==> config.mk <==
export PLATFORM = sky130hd
export DESIGN_NAME = mem_arbiter
export DESIGN_NICKNAME = d
export VERILOG_FILES = /design/src/rtl/mem_arbiter_pkg.sv /design/src/rtl/mem_lat_counter.sv /design/src/rtl/mem_arbiter.sv
export SDC_FILE = /design/constraint.sdc
export NUM_CORES = 1
export LEC_CHECK = 0
export BUFFER_PORTS_ARGS = -buffer_cell sky130_fd_sc_hd__buf_2
export CAP_MARGIN = 10
export CORE_ASPECT_RATIO = 1.2
export CORE_MARGIN = 2
export CORE_UTILIZATION = 40
export DETAILED_ROUTE_END_ITERATION = 7
export GPL_ROUTABILITY_DRIVEN = 0
export PLACE_DENSITY = 0.72
export SLEW_MARGIN = 10
export SYNTH_ARGS = -nofsm -noshare
export SYNTH_HDL_FRONTEND = slang
export SYNTH_HIERARCHICAL = 1
export SYNTH_SLANG_ARGS = --single-unit
==> constraint.sdc <==
create_clock -name clk -period 3.2 [get_ports clk]
set_clock_uncertainty 0.05 [all_clocks]
set_input_delay 0.32 -clock clk [delete_from_list [all_inputs] [get_ports clk]]
set_output_delay 0.32 -clock clk [all_outputs]
set_load 0.02 [all_outputs]
==> src/rtl/mem_arbiter_pkg.sv <==
// -----------------------------------------------------------------------------
// mem_arbiter_pkg
// Shared definitions for the main-memory arbiter and the cache controller.
//   arb_state_t      : arbiter FSM states (IDLE, BUSY, DONE)
//   arb_side_t       : identifies the instruction or data requester
//   MEM_LAT_DEFAULT  : default main-memory latency in cycles (legal 1..15)
//   LAT_CNT_W        : latency counter width, wide enough for the full range
// -----------------------------------------------------------------------------
package mem_arbiter_pkg;

    typedef enum logic [1:0] {
        IDLE = 2'd0,
        BUSY = 2'd1,
        DONE = 2'd2
    } arb_state_t;

    typedef enum logic {
        SIDE_I = 1'b0,
        SIDE_D = 1'b1
    } arb_side_t;

    localparam int MEM_LAT_DEFAULT = 4;
    localparam int LAT_CNT_W       = 4;

endpackage

==> src/rtl/mem_lat_counter.sv <==
// -----------------------------------------------------------------------------
// mem_lat_counter
// Counts the cycles of one main-memory access.
//   clk, rst_b : clock, asynchronous active-low reset
//   clr_i      : restart the count at 0 on the next edge (wins over en_i)
//   en_i       : advance the count by one per cycle
//   tc_o       : high while enabled and the count equals TERM
// -----------------------------------------------------------------------------
module mem_lat_counter
    import mem_arbiter_pkg::*;
#(
    parameter int W    = LAT_CNT_W,
    parameter int TERM = MEM_LAT_DEFAULT - 1
) (
    input  logic clk,
    input  logic rst_b,
    input  logic clr_i,
    input  logic en_i,
    output logic tc_o
);

    logic [W-1:0] count_q;
    logic [W-1:0] count_d;

    always_comb begin
        count_d = count_q;
        if (clr_i) begin
            count_d = '0;
        end else if (en_i) begin
            count_d = count_q + W'(1);
        end
    end

    // NOTE: sequential state uses <= so every flop samples pre-edge values.
    always_ff @(posedge clk or negedge rst_b) begin
        if (!rst_b) begin
            count_q <= '0;
        end else begin
            count_q <= count_d;
        end
    end

    assign tc_o = en_i && (count_q == W'(TERM));

endmodule

==> src/rtl/mem_arbiter.sv <==
// -----------------------------------------------------------------------------
// mem_arbiter
// Arbitrates instruction-refill and data miss-handling requests onto a single
// main-memory port. One transaction at a time: IDLE -> BUSY (MEM_LAT cycles)
// -> DONE (one-cycle done pulse to the granted side) -> IDLE.
//   i_req/i_addr/i_done           : instruction side (read only)
//   d_req/d_we/d_addr/d_wdata/d_done : data side (refill or write-back)
//   rdata                         : read data, valid with i_done/d_done
//   mem_addr/mem_we/mem_din/mem_dout : main-memory port
//   busy                          : high whenever the FSM is not IDLE
// Build option: MEM_ARB_RR_EN selects round-robin on simultaneous requests;
// when undefined the data side always wins a tie.
// -----------------------------------------------------------------------------
module mem_arbiter
    import mem_arbiter_pkg::*;
#(
    parameter int AW      = 32,
    parameter int DW      = 32,
    parameter int MEM_LAT = MEM_LAT_DEFAULT
) (
    input  logic          clk,
    input  logic          rst_b,
    input  logic          i_req,
    input  logic [AW-1:0] i_addr,
    output logic          i_done,
    input  logic          d_req,
    input  logic          d_we,
    input  logic [AW-1:0] d_addr,
    input  logic [DW-1:0] d_wdata,
    output logic          d_done,
    output logic [DW-1:0] rdata,
    output logic [AW-1:0] mem_addr,
    output logic          mem_we,
    output logic [DW-1:0] mem_din,
    input  logic [DW-1:0] mem_dout,
    output logic          busy
);

    arb_state_t    state_q;
    arb_side_t     side_q;
    logic [AW-1:0] addr_q;
    logic [DW-1:0] wdata_q;
    logic [DW-1:0] rdata_q;
    logic          mem_we_q;
    logic          i_done_q;
    logic          d_done_q;

    arb_side_t     grant_side_d;
    logic [AW-1:0] grant_addr_d;
    logic          grant_we_d;
    logic [DW-1:0] grant_wdata_d;

    logic          lat_clr;
    logic          lat_en;
    logic          lat_tc;

    // A grant happens on any edge where the FSM is idle and someone asks.
    assign lat_clr = (state_q == IDLE) && (i_req || d_req);
    assign lat_en  = (state_q == BUSY);

`ifdef MEM_ARB_RR_EN
    arb_side_t last_grant_q;

    // On a tie the side not served last wins; a lone requester always wins.
    always_comb begin
        if (i_req && d_req) begin
            grant_side_d = (last_grant_q == SIDE_D) ? SIDE_I : SIDE_D;
        end else begin
            grant_side_d = d_req ? SIDE_D : SIDE_I;
        end
    end

    // Starts at "instruction" so the data side wins the first tie.
    always_ff @(posedge clk or negedge rst_b) begin
        if (!rst_b) begin
            last_grant_q <= SIDE_I;
        end else if (lat_clr) begin
            last_grant_q <= grant_side_d;
        end
    end
`else
    assign grant_side_d = d_req ? SIDE_D : SIDE_I;
`endif

    // The instruction side never writes, so it latches a read with zero data.
    always_comb begin
        if (grant_side_d == SIDE_D) begin
            grant_addr_d  = d_addr;
            grant_we_d    = d_we;
            grant_wdata_d = d_wdata;
        end else begin
            grant_addr_d  = i_addr;
            grant_we_d    = 1'b0;
            grant_wdata_d = '0;
        end
    end

    mem_lat_counter #(
        .W    (LAT_CNT_W),
        .TERM (MEM_LAT - 1)
    ) u_lat_cnt (
        .clk   (clk),
        .rst_b (rst_b),
        .clr_i (lat_clr),
        .en_i  (lat_en),
        .tc_o  (lat_tc)
    );

    always_ff @(posedge clk or negedge rst_b) begin
        if (!rst_b) begin
            state_q  <= IDLE;
            side_q   <= SIDE_I;
            addr_q   <= '0;
            wdata_q  <= '0;
            rdata_q  <= '0;
            mem_we_q <= 1'b0;
            i_done_q <= 1'b0;
            d_done_q <= 1'b0;
        end else begin
            // NOTE: pulse outputs default low each edge so they last one cycle.
            mem_we_q <= 1'b0;
            i_done_q <= 1'b0;
            d_done_q <= 1'b0;
            unique case (state_q)
                IDLE: begin
                    if (lat_clr) begin
                        side_q   <= grant_side_d;
                        addr_q   <= grant_addr_d;
                        wdata_q  <= grant_wdata_d;
                        mem_we_q <= grant_we_d;
                        state_q  <= BUSY;
                    end
                end
                BUSY: begin
                    if (lat_tc) begin
                        rdata_q  <= mem_dout;
                        i_done_q <= (side_q == SIDE_I);
                        d_done_q <= (side_q == SIDE_D);
                        state_q  <= DONE;
                    end
                end
                DONE: begin
                    state_q <= IDLE;
                end
                default: begin
                    state_q <= IDLE;
                end
            endcase
        end
    end

    assign i_done   = i_done_q;
    assign d_done   = d_done_q;
    assign rdata    = rdata_q;
    assign mem_addr = addr_q;
    assign mem_din  = wdata_q;
    assign mem_we   = mem_we_q;
    assign busy     = (state_q != IDLE);

endmodule

Yosys cells after proc, flatten, opt, wreduce, memory -nomap -nowiden
Cells that the tools add are included. W data, S select, Z words.

Bits in registers: 106. Input port bits: 133. Word-level logic and storage cells: 39. Output and inout port bits: 100.

Reduce and logical (&&, ||, !) cells: 9. Muxes and demuxes: 15. Equal/unequal tests: 4. Add/subtract/negate cells: 1. Bitwise gates (word level): 1.

Operators with widths (number): $mux W32 (2); $mux W1 (8); $mux W4 (2); $reduce_and A2 Y1 (3); $add A4 B1 Y4 const B (1); $eq A4 B2 Y1 const B (1); $mux W2 (2); $ne A2 B2 Y1 const B (2); $pmux W2 S2 (1); $reduce_bool A2 Y1 (2); $eq A2 B1 Y1 const B (1); $logic_and A1 B1 Y1 (2); $logic_not A2 Y1 (1); $logic_or A1 B1 Y1 (1); $not A1 Y1 (1).

Depth between registers and ports, before layout
Depth in word-level cells: 4. Gate-level depth with buffers: 7. Depth with buffers taken out: 5.

By module
Netlist, hierarchy kept.

By module, submodules not included: mem_arbiter (sequential area each 2552.4 sq um, times used 1, cells each 301, area each 4195.3 sq um); mem_lat_counter (sequential area each 100.1 sq um, times used 1, cells each 19, area each 202.7 sq um).

Least setup slack after synthesis
Ideal clock, no wire load.

Path kind: flip-flop to flip-flop. Start: reg state_q[1]. End: reg rdata_q[10], in the netlist rdata[10]. Arrival: 1713 ps. Period minus slack after synthesis: 1888 ps. Path slack: 1312 ps. Library setup time: 125 ps. Path buffers: 2. Stages on the path, launching flop included: 8. Required time: 3025 ps. Cell sequence: dfrtp_1 -> nor2b_4 -> buf_2 -> nand2_1 -> nor3_1 -> nand2_4 -> buf_6 -> mux2_4.

Cells in the longest elaborated chain, start to end: 3.

RTL lines: from (decl) (RTL line mem_arbiter.sv:39) `arb_state_t state_q;`; from (signal assigned) (RTL line mem_arbiter.sv:111) `state_q <= IDLE;`; from (signal assigned) (RTL line mem_arbiter.sv:131) `state_q <= BUSY;`; from (signal assigned) (RTL line mem_arbiter.sv:139) `state_q <= DONE;`; $eq A2 B1 Y1 (RTL line mem_arbiter.sv:59) `assign lat_en = (state_q == BUSY);`; via lat_en (RTL line mem_arbiter.sv:54) `logic lat_en;`; $logic_and A1 B1 Y1 (RTL line mem_lat_counter.sv:43) `assign tc_o = en_i && (count_q == W'(TERM));`; via lat_tc (RTL line mem_arbiter.sv:55) `logic lat_tc;`; $reduce_and A2 Y1 (no source line); to (signal assigned) (RTL line mem_arbiter.sv:136) `rdata_q <= mem_dout;`; to (decl) (RTL line mem_arbiter.sv:43) `logic [DW-1:0] rdata_q;`.

The timed path passes the listed nets, and every way through them passes these cells. A chain may end at the register's enable or synchronous reset.

Worst setup path after layout
Start: reg state_q[1]. End: reg rdata_q[31], in the netlist rdata[31].

Same word-level chain as after synthesis.

==> results.py <==
metrics = {
    "status": {
        "run_status": "complete, no violations",
    },
    "layout": {
        "antenna_cells": 0,
        "finalNonFillerCells": 680,
        "final_net_count": 680,
        "num-fill-cells": 904,
        "syn_to_final_growth_pct": 35.42,
        "layout-drive-gt1-share_pct": 52.81,
        "post-route-util_pct": 56.09,
    },
    "power": {
        "fin_total_pwr_mw": 6.189,
        "power_leakage_nw": 3.239,
        "power_density_mw_per_mm2": 1039,
        "vdd.ir_drop.worst_mv": 0.4957,
    },
    "cts": {
        "cts_inserted_buffers": 9,
        "ctsHtreeMaxLevel": 3,
        "cts_root_buf": "sky130_fd_sc_hd__clkbuf_16",
        "cts.sinks": 106,
        "clockBufferDepth": 2,
        "worst_setup_hold_path_clk_slew_ns": 0.07,
        "post-cts-setup-buffers": 0,
        "clkLatencyLatePin_ns": 0.34,
        "cts_tree": "done",
    },
    "die": {
        "chipWidth_um": 99.72,
        "fp.dieH_um": 118.9,
        "floorplan.initialDensity_pct": 41.42,
        "core.rowCount": 41,
        "pin_count": 233,
        "fp.coreArea_mm2": 0.01062,
        "floorplan.die_area_mm2": 0.01185,
    },
    "detailed_routing": {
        "viasPerCell": 4.988,
        "drt-pass1-iter-count": 4,
        "detail-route-antenna-nets": 0,
        "drcViolationCount": 0,
        "wl_um": 10680,
        "routed-via-count": 3392,
        "routedWlPerCell_um": 15.70,
        "first_iter_violations": 95,
    },
    "synthesis": {
        "synthesis.yosys.warnings": 6,
        "synth.distinct_cells": 30,
        "average_footprint_of_a_synthesized_cell_um2": 13.74,
        "ys_seq_area_share_pct": 60.31,
        "post_synth_instance_area_mm2": 0.004398,
        "syn_inst": 320,
        "ys_ff_latch": 106,
        "syn_nets": 454,
    },
    "sta": {
        "setup_slack_ns": 0.9826,
        "tns_ns": 0,
        "rsz0062_at_grt": "no",
        "timing.final.crit_share_pct": 69.29,
        "max_slew.worst_pin.slew_ns": 0.5851,
        "timing.final.setup_violations": 0,
        "relSlewSlack_pct": 60.96,
        "max_freq_ghz": 0.4510,
        "hold_viol": 0,
        "period_minus_slack_ns": 2.217,
        "timing_max_transition_violations_final": 0,
    },
    "critical_path": {
        "critical_path.n_buffers_inverters": 0,
        "critPathCaptureType": "flip-flop",
        "worstPathCellList": "nor2b_4 -> nand2_1 -> nor3_1 -> nand2_4 -> mux2_1",
        "cp_slowest_stage_delay_ns": 0.45,
        "cp.arrival_ns": 2.38,
        "worst_path_max_delay_cell": "sky130_fd_sc_hd__nand2_4",
        "critical_path.max_fanout": 34,
        "crit_required_ns": 3.37,
        "worst_path_dominant_cell_family": "simple AND/OR/NAND/NOR gates",
        "cp-start-kind": "flip-flop",
        "timing.setup.critical_path_class": "reg2reg",
    },
    "global_routing": {
        "overflow": 0,
        "grt_start_max_net_pins": 40,
        "grt_antenna_before_repair": 0,
        "grt_resource_usage_total_pct": 17.83,
        "grt_pass1_wl_um": 16870,
        "grt_pass1_vias": 3485,
    },
    "placement": {
        "dp.final_hpwl_um": 7854,
        "placed_cells": 663,
        "numPortBuffers": 232,
        "preCtsSetupSlack_ns": 0.9860,
    },
    "hold_path": {
        "worstHoldPathType": "in2reg",
    },
    "flow_run": {
        "drv.max_cap_violation_count": 0,
    },
}
==> area by class of cell <==
type	count	area (um2)	share of cell area, %
Sequential cell	106	2653	44.54
Multi-Input combinational cell	185	1573	26.41
Timing Repair Buffer	240	1226	20.59
Clock buffer	11	242.7	4.076
Tap cell	129	161.4	2.710
Clock inverter	5	85.08	1.429
Inverter	4	15.01	0.2521
==> path summary, 6_finish.rpt <==
kind	from	to	slack, ns	depth (start not counted)
setup / recovery	state_q[1]	rdata[31]	0.98	5
hold / removal	mem_dout[0]	rdata[0]	0.14	2
setup reg to reg	state_q[1]	rdata[31]	0.98	5
hold reg to reg	side_q	i_done	0.41	1
max in group asynchronous	rst_b	mem_din[12]	1.80	3
min in group asynchronous	rst_b	rdata[0]	0.43	2
==> flip-flops by register name, indices dropped and copies added (netlist names) <==
name / count
mem_din: 32
rdata: 32
side_q: 1
mem_we: 1
i_done: 1
u_lat_cnt/count_q: 4
d_done: 1
state_q: 2
mem_addr: 32
==> layer usage <==
| layer | GRT usage, % | wire length, um | vias up |
|---|---|---|---|
| met5 | 0 | 0 | - |
| met1 | 21.97 | 4439 | 1621 |
| met2 | 30.11 | 5308 | 147 |
| li1 | - | - | 1605 |
| met4 | 7.877 | 234 | 0 |
| met3 | 3.638 | 694 | 19 |
==> cells by family after synthesis <==
kind of cell,after synthesis,share of synthesized area (%)
simple gates,16,2.219
xor+xnor,1,0.1992
compound gates,101,14.48
mux,66,18.35
flops,106,60.31
buf+inv,29,4.154
fa+ha+maj,1,0.2844
==> cell usage in the layout (no fill, tap or decap), types with 2 or more instances in the layout <==
master                      count
sky130_fd_sc_hd__o21ai_1       30
sky130_fd_sc_hd__o21ai_0       35
sky130_fd_sc_hd__clkbuf_16      9
sky130_fd_sc_hd__dfrtp_1      106
sky130_fd_sc_hd__mux2i_1       33
sky130_fd_sc_hd__mux2_1         5
sky130_fd_sc_hd__buf_4          8
sky130_fd_sc_hd__nor2_1         4
sky130_fd_sc_hd__buf_2        231
sky130_fd_sc_hd__mux2_4        28
sky130_fd_sc_hd__nor2_2         2
sky130_fd_sc_hd__inv_2          3
sky130_fd_sc_hd__bufinv_16      2
sky130_fd_sc_hd__a22o_1        32
sky130_fd_sc_hd__and3_1         2
sky130_fd_sc_hd__inv_6          2
==> cell usage after synthesis <==
library cell	count	area [um2]
sky130_fd_sc_hd__buf_4	5	37.54
sky130_fd_sc_hd__nor2b_4	1	13.76
sky130_fd_sc_hd__nor2_1	5	18.77
sky130_fd_sc_hd__mux2_1	5	56.30
sky130_fd_sc_hd__o21ai_2	1	8.760
sky130_fd_sc_hd__mux2i_1	33	330.3
sky130_fd_sc_hd__o21ai_0	35	175.2
sky130_fd_sc_hd__and2_1	1	6.260
sky130_fd_sc_hd__a21oi_1	1	5.000
sky130_fd_sc_hd__buf_2	8	40.04
sky130_fd_sc_hd__ha_1	1	12.51
sky130_fd_sc_hd__nand2_4	1	11.26
sky130_fd_sc_hd__a21o_1	1	7.510
sky130_fd_sc_hd__nand3b_1	1	7.510
sky130_fd_sc_hd__clkbuf_1	6	22.52
sky130_fd_sc_hd__inv_2	3	11.26
sky130_fd_sc_hd__nand4_1	1	6.260
sky130_fd_sc_hd__inv_1	1	3.750
sky130_fd_sc_hd__o21ai_1	30	150.1
sky130_fd_sc_hd__nand2_1	1	3.750
sky130_fd_sc_hd__dfrtp_1	106	2653
sky130_fd_sc_hd__nor2b_1	1	6.260
sky130_fd_sc_hd__nor3_1	1	5.000
sky130_fd_sc_hd__xnor2_1	1	8.760
sky130_fd_sc_hd__a21bo_2	1	10.01
sky130_fd_sc_hd__a22o_1	32	280.3
sky130_fd_sc_hd__nor2_2	1	6.260
sky130_fd_sc_hd__and3_1	2	12.51
sky130_fd_sc_hd__mux2_4	28	420.4
sky130_fd_sc_hd__buf_6	6	67.56
==> repair_timing <==
item	CTS	global route
hold endpoints to repair	34	0
hold buffers	1	0
resized for setup	0	0
==> power breakdown <==
group / internal, mW / switching [mW] / total [mW]
Sequential: 1.96 / 0.322 / 2.28
Clock: 0.713 / 0.481 / 1.19
Combinational: 1.14 / 1.58 / 2.71
Total: 3.81 / 2.38 / 6.19
==> stage by stage <==
stage	hold slack (ns)	instance area (um2)
2_1_floorplan	-0.02559	4398
3_3_place_gp	0.2429	5618
3_5_place_dp	0.2522	5618
4_1_cts	0.1277	5956
5_1_grt	0.1368	5956
6_report	0.1420	5956
No activity file was read; power rests on OpenSTA's default activity.
